**src/rtl/pattern_scan_ctrl.sv**
```systemverilog
// pattern_scan_ctrl: streams words MSB-first through an overlapping "1101"
// Moore detector and reports per-frame match count and first-match position.
// Optional feature macro: SCAN_ABORT_EN adds the abort input.
module pattern_scan_ctrl #(
  parameter int unsigned WORD_W = 8,
  parameter int unsigned CNT_W  = 8,
  parameter int unsigned POS_W  = 16
) (
  input  logic              clk,
  input  logic              reset,
  input  logic              in_valid,
  output logic              in_ready,
  input  logic [WORD_W-1:0] in_data,
  input  logic              in_last,
  output logic [CNT_W-1:0]  match_count,
  output logic [POS_W-1:0]  first_pos,
  output logic              first_valid,
  output logic              done
`ifdef SCAN_ABORT_EN
  ,
  input  logic              abort
`endif
);

  localparam int unsigned BC_W = $clog2(WORD_W);

  typedef enum logic [1:0] {S_IDLE, S_SHIFT, S_DRAIN, S_DONE} state_e;
  typedef enum logic [2:0] {D0, D1, D2, D3, D4} det_e;

  state_e              state_q, state_d;
  det_e                det_q, det_d;
  logic [WORD_W-1:0]   shift_q, shift_d;
  logic [BC_W-1:0]     bit_cnt_q, bit_cnt_d;
  logic [POS_W-1:0]    bit_idx_q, bit_idx_d;
  logic                last_q, last_d;
  logic                fed_q, fed_d;
  logic                start_q, start_d;
  logic [CNT_W-1:0]    cnt_q, cnt_d;
  logic [POS_W-1:0]    fpos_q, fpos_d;
  logic                fval_q, fval_d;
  logic                in_ready_q, in_ready_d;
  logic                done_q, done_d;
  logic                abort_c;
  logic                kill_c;
  logic                accept_c;

`ifdef SCAN_ABORT_EN
  assign abort_c = abort;
`else
  assign abort_c = 1'b0;
`endif

  // Overlapping "1101" Moore transition function
  function automatic det_e det_next(input det_e s, input logic b);
    det_e n;
    n = D0;
    case (s)
      D0:      n = b ? D1 : D0;
      D1:      n = b ? D2 : D0;
      D2:      n = b ? D2 : D3;
      D3:      n = b ? D4 : D0;
      D4:      n = b ? D2 : D0;
      default: n = D0;
    endcase
    return n;
  endfunction

  // Abort is honoured only while a frame is in progress
  assign kill_c   = abort_c && ((state_q == S_SHIFT) || (state_q == S_DRAIN) ||
                                ((state_q == S_IDLE) && !start_q));
  assign accept_c = in_valid && in_ready_q && !kill_c;

  // Next-state, datapath and registered-output decode
  always_comb begin
    state_d   = state_q;
    det_d     = det_q;
    shift_d   = shift_q;
    bit_cnt_d = bit_cnt_q;
    bit_idx_d = bit_idx_q;
    last_d    = last_q;
    fed_d     = 1'b0;
    start_d   = start_q;
    cnt_d     = cnt_q;
    fpos_d    = fpos_q;
    fval_d    = fval_q;

    // Hit from the bit consumed on the previous edge
    if (fed_q && (det_q == D4)) begin
      if (cnt_q != {CNT_W{1'b1}}) cnt_d = cnt_q + CNT_W'(1);
      if (!fval_q) begin
        fval_d = 1'b1;
        fpos_d = bit_idx_q - POS_W'(1);
      end
    end

    case (state_q)
      S_IDLE: begin
        if (accept_c) state_d = S_SHIFT;
      end
      S_SHIFT: begin
        det_d     = det_next(det_q, shift_q[WORD_W-1]);
        fed_d     = 1'b1;
        shift_d   = shift_q << 1;
        bit_idx_d = bit_idx_q + POS_W'(1);
        if (bit_cnt_q != '0) begin
          bit_cnt_d = bit_cnt_q - BC_W'(1);
        end else if (!accept_c) begin
          state_d = last_q ? S_DRAIN : S_IDLE;
        end
      end
      S_DRAIN: state_d = S_DONE;
      S_DONE: begin
        state_d = S_IDLE;
        start_d = 1'b1;
      end
      default: state_d = S_IDLE;
    endcase

    // Word load; a frame start also clears detector context and results
    if (accept_c) begin
      shift_d   = in_data;
      bit_cnt_d = BC_W'(WORD_W - 1);
      last_d    = in_last;
      if (start_q) begin
        start_d   = 1'b0;
        det_d     = D0;
        bit_idx_d = '0;
        cnt_d     = '0;
        fval_d    = 1'b0;
      end
    end

    if (kill_c) begin
      state_d   = S_IDLE;
      det_d     = D0;
      fed_d     = 1'b0;
      bit_cnt_d = '0;
      bit_idx_d = '0;
      last_d    = 1'b0;
      start_d   = 1'b1;
      cnt_d     = '0;
      fpos_d    = '0;
      fval_d    = 1'b0;
    end

    in_ready_d = (state_d == S_IDLE) ||
                 ((state_d == S_SHIFT) && (bit_cnt_d == '0) && !last_d);
    done_d     = (state_d == S_DONE);
  end

  // State and output registers
  always_ff @(posedge clk or posedge reset) begin
    if (reset) begin
      state_q    <= S_IDLE;
      det_q      <= D0;
      shift_q    <= '0;
      bit_cnt_q  <= '0;
      bit_idx_q  <= '0;
      last_q     <= 1'b0;
      fed_q      <= 1'b0;
      start_q    <= 1'b1;
      cnt_q      <= '0;
      fpos_q     <= '0;
      fval_q     <= 1'b0;
      in_ready_q <= 1'b1;
      done_q     <= 1'b0;
    end else begin
      state_q    <= state_d;
      det_q      <= det_d;
      shift_q    <= shift_d;
      bit_cnt_q  <= bit_cnt_d;
      bit_idx_q  <= bit_idx_d;
      last_q     <= last_d;
      fed_q      <= fed_d;
      start_q    <= start_d;
      cnt_q      <= cnt_d;
      fpos_q     <= fpos_d;
      fval_q     <= fval_d;
      in_ready_q <= in_ready_d;
      done_q     <= done_d;
    end
  end

  assign in_ready    = in_ready_q;
  assign done        = done_q;
  assign match_count = cnt_q;
  assign first_pos   = fpos_q;
  assign first_valid = fval_q;

endmodule

```
**config.mk**
```make
export PLATFORM = sky130hd
export DESIGN_NAME = pattern_scan_ctrl
export DESIGN_NICKNAME = d
export VERILOG_FILES = /design/src/rtl/pattern_scan_ctrl.sv
export SDC_FILE = /design/constraint.sdc
export NUM_CORES = 1
export LEC_CHECK = 0
export ABC_CLOCK_PERIOD_IN_PS = 2310
export BUFFER_PORTS_ARGS = -buffer_cell sky130_fd_sc_hd__clkbuf_2
export CAP_MARGIN = 20
export CORE_MARGIN = 4
export CORE_UTILIZATION = 50
export CTS_BUF_LIST = sky130_fd_sc_hd__clkbuf_16
export CTS_CLUSTER_DIAMETER = 30
export DETAILED_ROUTE_END_ITERATION = 12
export HOLD_SLACK_MARGIN = 0.05
export PLACE_DENSITY = 0.73
export SLEW_MARGIN = 20
export SYNTH_ARGS = -nofsm -noshare
export SYNTH_HDL_FRONTEND = slang
export SYNTH_SLANG_ARGS = --single-unit
```
**constraint.sdc**
```tcl
create_clock -name clk -period 2.31 [get_ports clk]
set_input_delay 0.3465 -clock clk [delete_from_list [all_inputs] [get_ports clk]]
set_output_delay 0.3465 -clock clk [all_outputs]
set_load 0.05 [all_outputs]
```
==> results of run 1 <==
cells in the final DEF, fill, tap and decap left out, drive strengths merged, types with 3 or more instances in the layout:
master and count:
inv 10, nor4 6, buf 7, nand2b 5, ha 5, nand2 51
o211ai 5, a21oi 11, and3 3, nor2 40, or3 6, a41o 3
clkbuf 47, nand3b 3, nor2b 3, a31oi 14, xnor2 11, nor3 7
nand3 11, nand4 7, clkinv 4, or4 5, dfrtp 60, xor2 11
o21ai 17
sequential cells by signal (all words and copies together) (netlist names):
register	count
det_q	3
state_q	2
first_pos	16
done	1
bit_cnt_q	3
fed_q	1
last_q	1
match_count	8
start_q	1
bit_idx_q	16
in_ready	1
shift_q	8
first_valid	1
layer usage:
layer	share of wire [%]	track usage (%)	wire length, um	vias up
met3	4.8	4.892	300	7
met1	47	24.64	2961	1183
met4	1.2	6.276	76	0
met5	0	0	0	-
met2	47	27.95	2960	50
li1	-	-	-	1259
critical path, cell delays in order, from the launching register on:
cell,delay [ns]
dfrtp_1,0.43
inv_1,0.10
ha_1,0.17
or4b_1,0.63
nor4_4,0.31
xnor2_1,0.17
o21ai_2,0.06
logic make-up (layout without fill, tap and decap cells):
group / Yosys count / after routing
AO/OA/AOI/OAI: 58 / 58
XOR/XNOR: 22 / 22
adder cells (fa/ha/maj): 5 / 5
buffers and inverters: 28 / 68
flip-flops: 62 / 62
multiplexers: 4 / 4
AND/OR/NAND/NOR: 158 / 158
stage by stage:
step / hold WS (ns) / power, W / cells
6_report: 0.06918 / 0.005487 / 452
3_5_place_dp: 0.4275 / 0.004387 / 436
5_1_grt: 0.1173 / 0.005909 / 452
2_1_floorplan: 0.4659 / 0.003906 / 337
3_3_place_gp: 0.4212 / 0.004325 / 436
4_1_cts: 0.08690 / 0.005543 / 452
synthesized netlist by cell type (2+ instances only):
library cell	instances	area share, %
nand4b_1	2	0.55
nand2_1	51	6.0
nor4_2	2	0.79
o21bai_1	2	0.47
mux2_2	2	0.71
nor4_1	3	0.59
a21oi_1	11	1.7
dfstp_2	2	1.7
nor3_1	6	0.94
nand2b_1	5	0.98
mux2i_1	2	0.63
buf_2	8	1.3
a31oi_1	14	2.8
a41o_1	3	0.94
inv_1	6	0.71
nand3b_1	3	0.71
or4_1	4	0.94
ha_1	5	2.0
clkbuf_1	10	1.2
o211ai_1	5	1.2
nor2b_1	3	0.59
or3_1	6	1.2
and3_1	3	0.59
o21ai_2	2	0.55
nor2_1	40	4.7
nand4_1	7	1.4
dfrtp_1	60	47
xnor2_1	11	3.0
nand3_1	11	1.7
xor2_1	11	3.0
o21ai_0	14	2.2
where the power goes:
group / switching [W] / internal (W)
registers: 0.000537 / 0.00155
clock network: 0.000430 / 0.000698
logic: 0.00152 / 0.000757
total: 0.00248 / 0.00300
final timing paths:
kind / start / to / slack (ns) / cells after the start
worst max-delay path: bit_idx_q[0] / first_pos[14] / 0.32 / 6
worst min-delay path: reset / match_count[1] / 0.07 / 3
worst max register to register: bit_idx_q[0] / first_pos[14] / 0.32 / 6
worst min register to register: first_pos[14] / first_pos[14] / 0.47 / 2
max in group asynchronous: reset / in_ready / 1.91 / 3
min in group clk: in_last / last_q / 0.26 / 2
cell type report:
cell class	instances	area (um^2)	area share, %
clock buffers	9	225.2	6.118
clock inverters	7	27.53	0.7478
inverters	7	26.28	0.7138
multi-input cells	247	1499	40.72
flip-flops and latches	62	1554	42.22
well taps	75	93.84	2.549
repair buffers	45	255.2	6.934
==> metrics.md, run 1 <==
| Metric | Value |
|---|---|
| Initial antenna violation count | 0 |
| Clk buf depth | 2 |
| Complex-gate fraction of the synthesized area | between 10% and 20% |
| Status | complete, no violations |
| Place WS | roughly 0.31 ns |
| Crit-path max FO | 6 |
| I/O pins | 39 |
| Final Critical Period | roughly 2 ns |
| Hold Violations, Final | 0 |
| Post-synthesis sequential area ratio | 48.86% |
| Via density | between 5 and 6 |
| Slew HR | 56.78% |
| Die X | between 80 and 90 um |
| Synth Area in Adders | between 1.5 and 2% |
| Grt total ovfl | 0 |
| Largest family of logic cells by synthesized area | simple AND/OR/NAND/NOR gates |
| Tcrit/Tclk final | 86.18% |
| Starting density of the core | between 50% and 60% |
| Pin count of the biggest net entering global routing | 63 |
| Die area | 0.007701 mm^2 |
| Multiplexer share of the synthesized area | approximately 1.3% |
| CP Capture Type | register |
| Initial drt markers | 137 |
| Fill cell count | 538 |
| Power per cell area | 1491 mW/mm^2 |
| Worst EP arrival | roughly 2.2 ns |
| Slew @ Worst Pin | ~0.65 ns |
| Post-CTS Hold Fix Bufs | 0 |
| TritonCTS clock tree | yes |
| GRT Util Overall | a little under a fifth |
| Detailed Route WL | roughly 6300 um |
| Clk_skew | 0.007406 ns |
| Number of synthesized flops with an enable pin | 0 |
| Slew Limit Fails | 0 |
| Top FF cell, synth | dfrtp_1 |
| TritonCTS Buffers | 9 |
| Final Util | just over 60% |
| Simple-gate portion of the synthesized area | a little over a quarter |
| DR WL/cell | ~14 um |
| Cts repair resizes | 0 |
| HP Class | input pin to asynchronous set/reset pin |
| Residual DRC count | 0 |
| Setup Crit Path Kind | register to register |
| Syn nets | approximately 350 |
| Syn_area_per_cell | around 9.4 um^2 |
| Routability cong. | 0.8154 |
| P&R area growth vs syn | 15.74% |
| Worst Setup Start Kind | register |
| Peak supply drop | between 700 and 800 uV |
| Diode count | 0 |
| Clock Latency Late Sink | 0.32 ns |
| First-pass GRT wire length | between 10000 and 15000 um |
| Row count | 28 |
| Syn Inst Count | 337 |
| FFs w/ async S/R, synth | between 90% and 100% |
| Reg clk slew, reported paths | 0.05 ns |
| Remaining antenna violation count | 0 |
| Static leakage | roughly 1.7 nW |
| Number of global-route vias before repair | around 2400 |
| Via Count | between 2000 and 2500 |
| DIE HEIGHT | slightly below 90 um |
| Synth Register Bits | between 60 and 70 |
| Final #Nets | 389 |
| FMAX | between 500 and 600 MHz |
| Post-synthesis cell type count | 54 |
| Post-CTS Setup Repair Bufs | 0 |
| CTS Root Cell | clkbuf_16 |
| Max cap viols | 0 |
| Count of input and output buffers | 38 |
| Area after DPL | between 0.003 and 0.004 mm^2 |
| Share of layout cells above drive strength 1 | between 10% and 20% |
| Post-Synth XOR/XNOR Area | under 10% |
| Fin worst setup slack | approximately 0.32 ns |
| Cell Area, Synth | around 0.0032 mm^2 |
| DP HPWL | between 4000 and 5000 um |
| Unrepaired setup endpoints after global routing | no |
| Synth Warn # | 0 |
| DR pass1 iterations | 4 |
| Core ar. | ~0.006 mm^2 |
| Max H-tree Level | 3 |
| Worst Path Required | approximately 2.5 ns |
| Final setup violation count | 0 |
| Fin area | ~0.0037 mm^2 |
| CTS sink count | 62 |
| Setup TNS Final | 0 ns |
(Power assumes the default switching activity.)
==> run 2: changes to the inputs <==
--- a/config.mk
+++ b/config.mk
@@ -5,10 +5,8 @@
 export SDC_FILE = /design/constraint.sdc
 export NUM_CORES = 1
 export LEC_CHECK = 0
-export ABC_CLOCK_PERIOD_IN_PS = 2310
 export BUFFER_PORTS_ARGS = -buffer_cell sky130_fd_sc_hd__clkbuf_2
 export CAP_MARGIN = 20
-export CORE_MARGIN = 4
 export CORE_UTILIZATION = 50
 export CTS_BUF_LIST = sky130_fd_sc_hd__clkbuf_16
 export CTS_CLUSTER_DIAMETER = 30
==> constraint.sdc (replaced) <==
create_clock -name clk -period 1.9 [get_ports clk]
set_input_delay 0.285 -clock clk [delete_from_list [all_inputs] [get_ports clk]]
set_output_delay 0.285 -clock clk [all_outputs]
set_load 0.05 [all_outputs]
==> metrics.md, run 2 (synthesis results as in run 1) <==
| Metric | Value |
|---|---|
| Status | complete, no violations |
| Reg clk slew, reported paths | about 0.050 ns |
| R2R cell count | 6 |
| Slew @ Worst Pin | just over 0.5 ns |
| Critical-path cell list | inv_1, ha_2, or4b_4, nor4b_4, xnor2_1, o21ai_2 |
| FMAX | ~560 MHz |
| Met2 routed WL | roughly 3200 um |
| Peak supply drop | 1003 uV |
| Die area | around 0.0067 mm^2 |
| Min-delay src | in_data[0] |
| TritonCTS Buffers | 9 |
| GRT Util Overall | a little over a fifth |
| Starting density of the core | between 50 and 60% |
| DR pass1 iterations | 4 |
| Power per cell area | 1838 mW/mm^2 |
| Detailed Route WL | 6496 um |
| Grt total ovfl | 0 |
| Setup Crit Path Kind | register to register |
| Setup TNS Final | 0 ns |
| DIE HEIGHT | between 80 and 90 um |
| Number of cells on the worst hold path | 2 |
| I/O pins | 39 |
| Placed instance count | around 450 |
| Pin count of the biggest net entering global routing | 29 |
| Via Count | roughly 2600 |
| Sequential share of power | 34.3% |
| Final Critical Period | between 1.5 and 2 ns |
| Post-route insts no fill | about 470 |
| Worst Setup Start Kind | register |
| Slew HR | approximately 66% |
| Routability cong. | about 0.84 |
| CTS Root Cell | clkbuf_16 |
| Clock Latency Late Sink | between 0.3 and 0.4 ns |
| Initial drt markers | about 150 |
| Tcrit/Tclk final | 93.57% |
| Fin area | ~0.0039 mm^2 |
| First-pass GRT wire length | 10840 um |
| Final hold slack | approximately 0.19 ns |
| CP Capture Type | register |
| Unrepaired setup endpoints after global routing | no |
| Final Util | between 60% and 70% |
| TritonCTS clock tree | yes |
| Clk_skew | around 0.0057 ns |
| M1 WL | roughly 3000 um |
| HP Class | input pin to register |
| Max H-tree Level | 3 |
| Slew Limit Fails | 0 |
| Most frequent cells in the layout | dfrtp_1, nand2_1, nor2_1, clkbuf_2, buf_4 |
| Most common cell after layout, fill and taps aside | dfrtp_1 |
| Remaining antenna violation count | 0 |
| Max layer used | met4 |
| Reg2reg start | bit_idx_q[0] |
| Area after DPL | approximately 0.0035 mm^2 |
| Die X | between 80 and 90 um |
| Max cap viols | 0 |
| Reg2reg end | first_pos[12] |
| Row count | 28 |
| CTS sink count | a little over 60 |
| Crit-path max FO | 6 |
| Diode count | 0 |
| WL met3 | ~280 um |
| P&R area growth vs syn | 21.32% |
| DP HPWL | roughly 4400 um |
| Switching power total | ~0.0031 W |
| Pint | about 0.0040 W |
| Worst Path Required | approximately 2.1 ns |
| Residual DRC count | 0 |
| Slowest stage delay, CP | between 0.5 and 0.6 ns |
| CP Launch Point | bit_idx_q[0] |
| Count of input and output buffers | 38 |
| Core ar. | ~0.0060 mm^2 |
| Worst path slowest cell | or4b_4 |
| Share of layout cells above drive strength 1 | roughly a quarter |
| R2R setup slack | approximately 0.12 ns |
| Via density | between 5 and 6 |
| Min-Delay Endpoint | shift_q[0] |
| Worst EP arrival | slightly below 2 ns |
| Number of global-route vias before repair | 2373 |
| Initial antenna violation count | 0 |
| DR WL/cell | between 10 and 15 um |
| Switching Share | between 40 and 50% |
| Clk buf depth | 2 |
| Static leakage | between 1.5 and 2 nW |
| Final #Nets | approximately 400 |
| Hold Violations, Final | 0 |
| Clock share of power | between 20% and 30% |
| Gate power share | a little over two fifths |
| Final setup violation count | 0 |
run 2: changes by cell type in the layout (fill, tap and decap cells not counted), moves of 2 or more:
cell      previous run  this run
buf_4                6        22
clkinv_1             3         1
clkinv_2             1         4
inv_1                8         6
run 2: what timing repair did:
item,in CTS,in global routing
endpoints found under the setup margin,1,4
hold endpoints to repair,18,0
buffers inserted,0,1
hold buffers,1,0
gates resized for setup,1,2
pin swaps,0,3
run 2: layer usage:
layer	GRT usage, %	vias up
li1	-	1288
met1	27.13	1244
met2	35.04	54
met3	6.778	4
met4	7.193	0
met5	0	-
run 2: area by class of cell:
cell class	instances	area [um^2]
inverters	7	30.03
well taps	75	93.84
clock buffers	9	225.2
repair buffers	62	385.4
fillers	509	2167
multi-input cells	247	1511
flip-flops and latches	62	1555
clock inverters	7	57.56
run 2: power groups by stage:
stage / Combinational, W / Clock, W / Sequential [W]
after global routing: 0.00343 / 0.00163 / 0.00253
final: 0.00311 / 0.00155 / 0.00243
after detailed placement: 0.00310 / 0 / 0.00245
after global placement: 0.00303 / 0 / 0.00242
after CTS: 0.00312 / 0.00157 / 0.00243
after floorplan: 0.00167 / 0 / 0.00308
run 2: how the worst max path moves through the flow:
stage / end / slack, ns / cells past startpoint
2_1_floorplan: match_count[1] / -0.02 / 5
3_5_place_dp: first_pos[12] / -0.001 / 6
4_1_cts: first_pos[15] / 0.11 / 5
5_1_grt: first_pos[12] / 0.008 / 6
3_3_place_gp: first_pos[12] / 0.04 / 6
6_report: first_pos[12] / 0.12 / 6
run 2: critical path, delay by kind of cell, from the launching register on:
family                   cells  cell delay [ns]
AO/OA/AOI/OAI                1             0.06
XOR/XNOR                     1             0.16
adder cells (fa/ha/maj)      1             0.18
buffers and inverters        1             0.08
flip-flops                   1             0.37
AND/OR/NAND/NOR              2             0.81
run 2: through the flow:
stage          total power, W  worst slack (ns)
2_1_floorplan        0.004751          -0.01736
3_3_place_gp         0.005448           0.03550
3_5_place_dp         0.005542         -0.001122
4_1_cts              0.007122            0.1060
5_1_grt              0.007586          0.007616
6_report             0.007093            0.1222
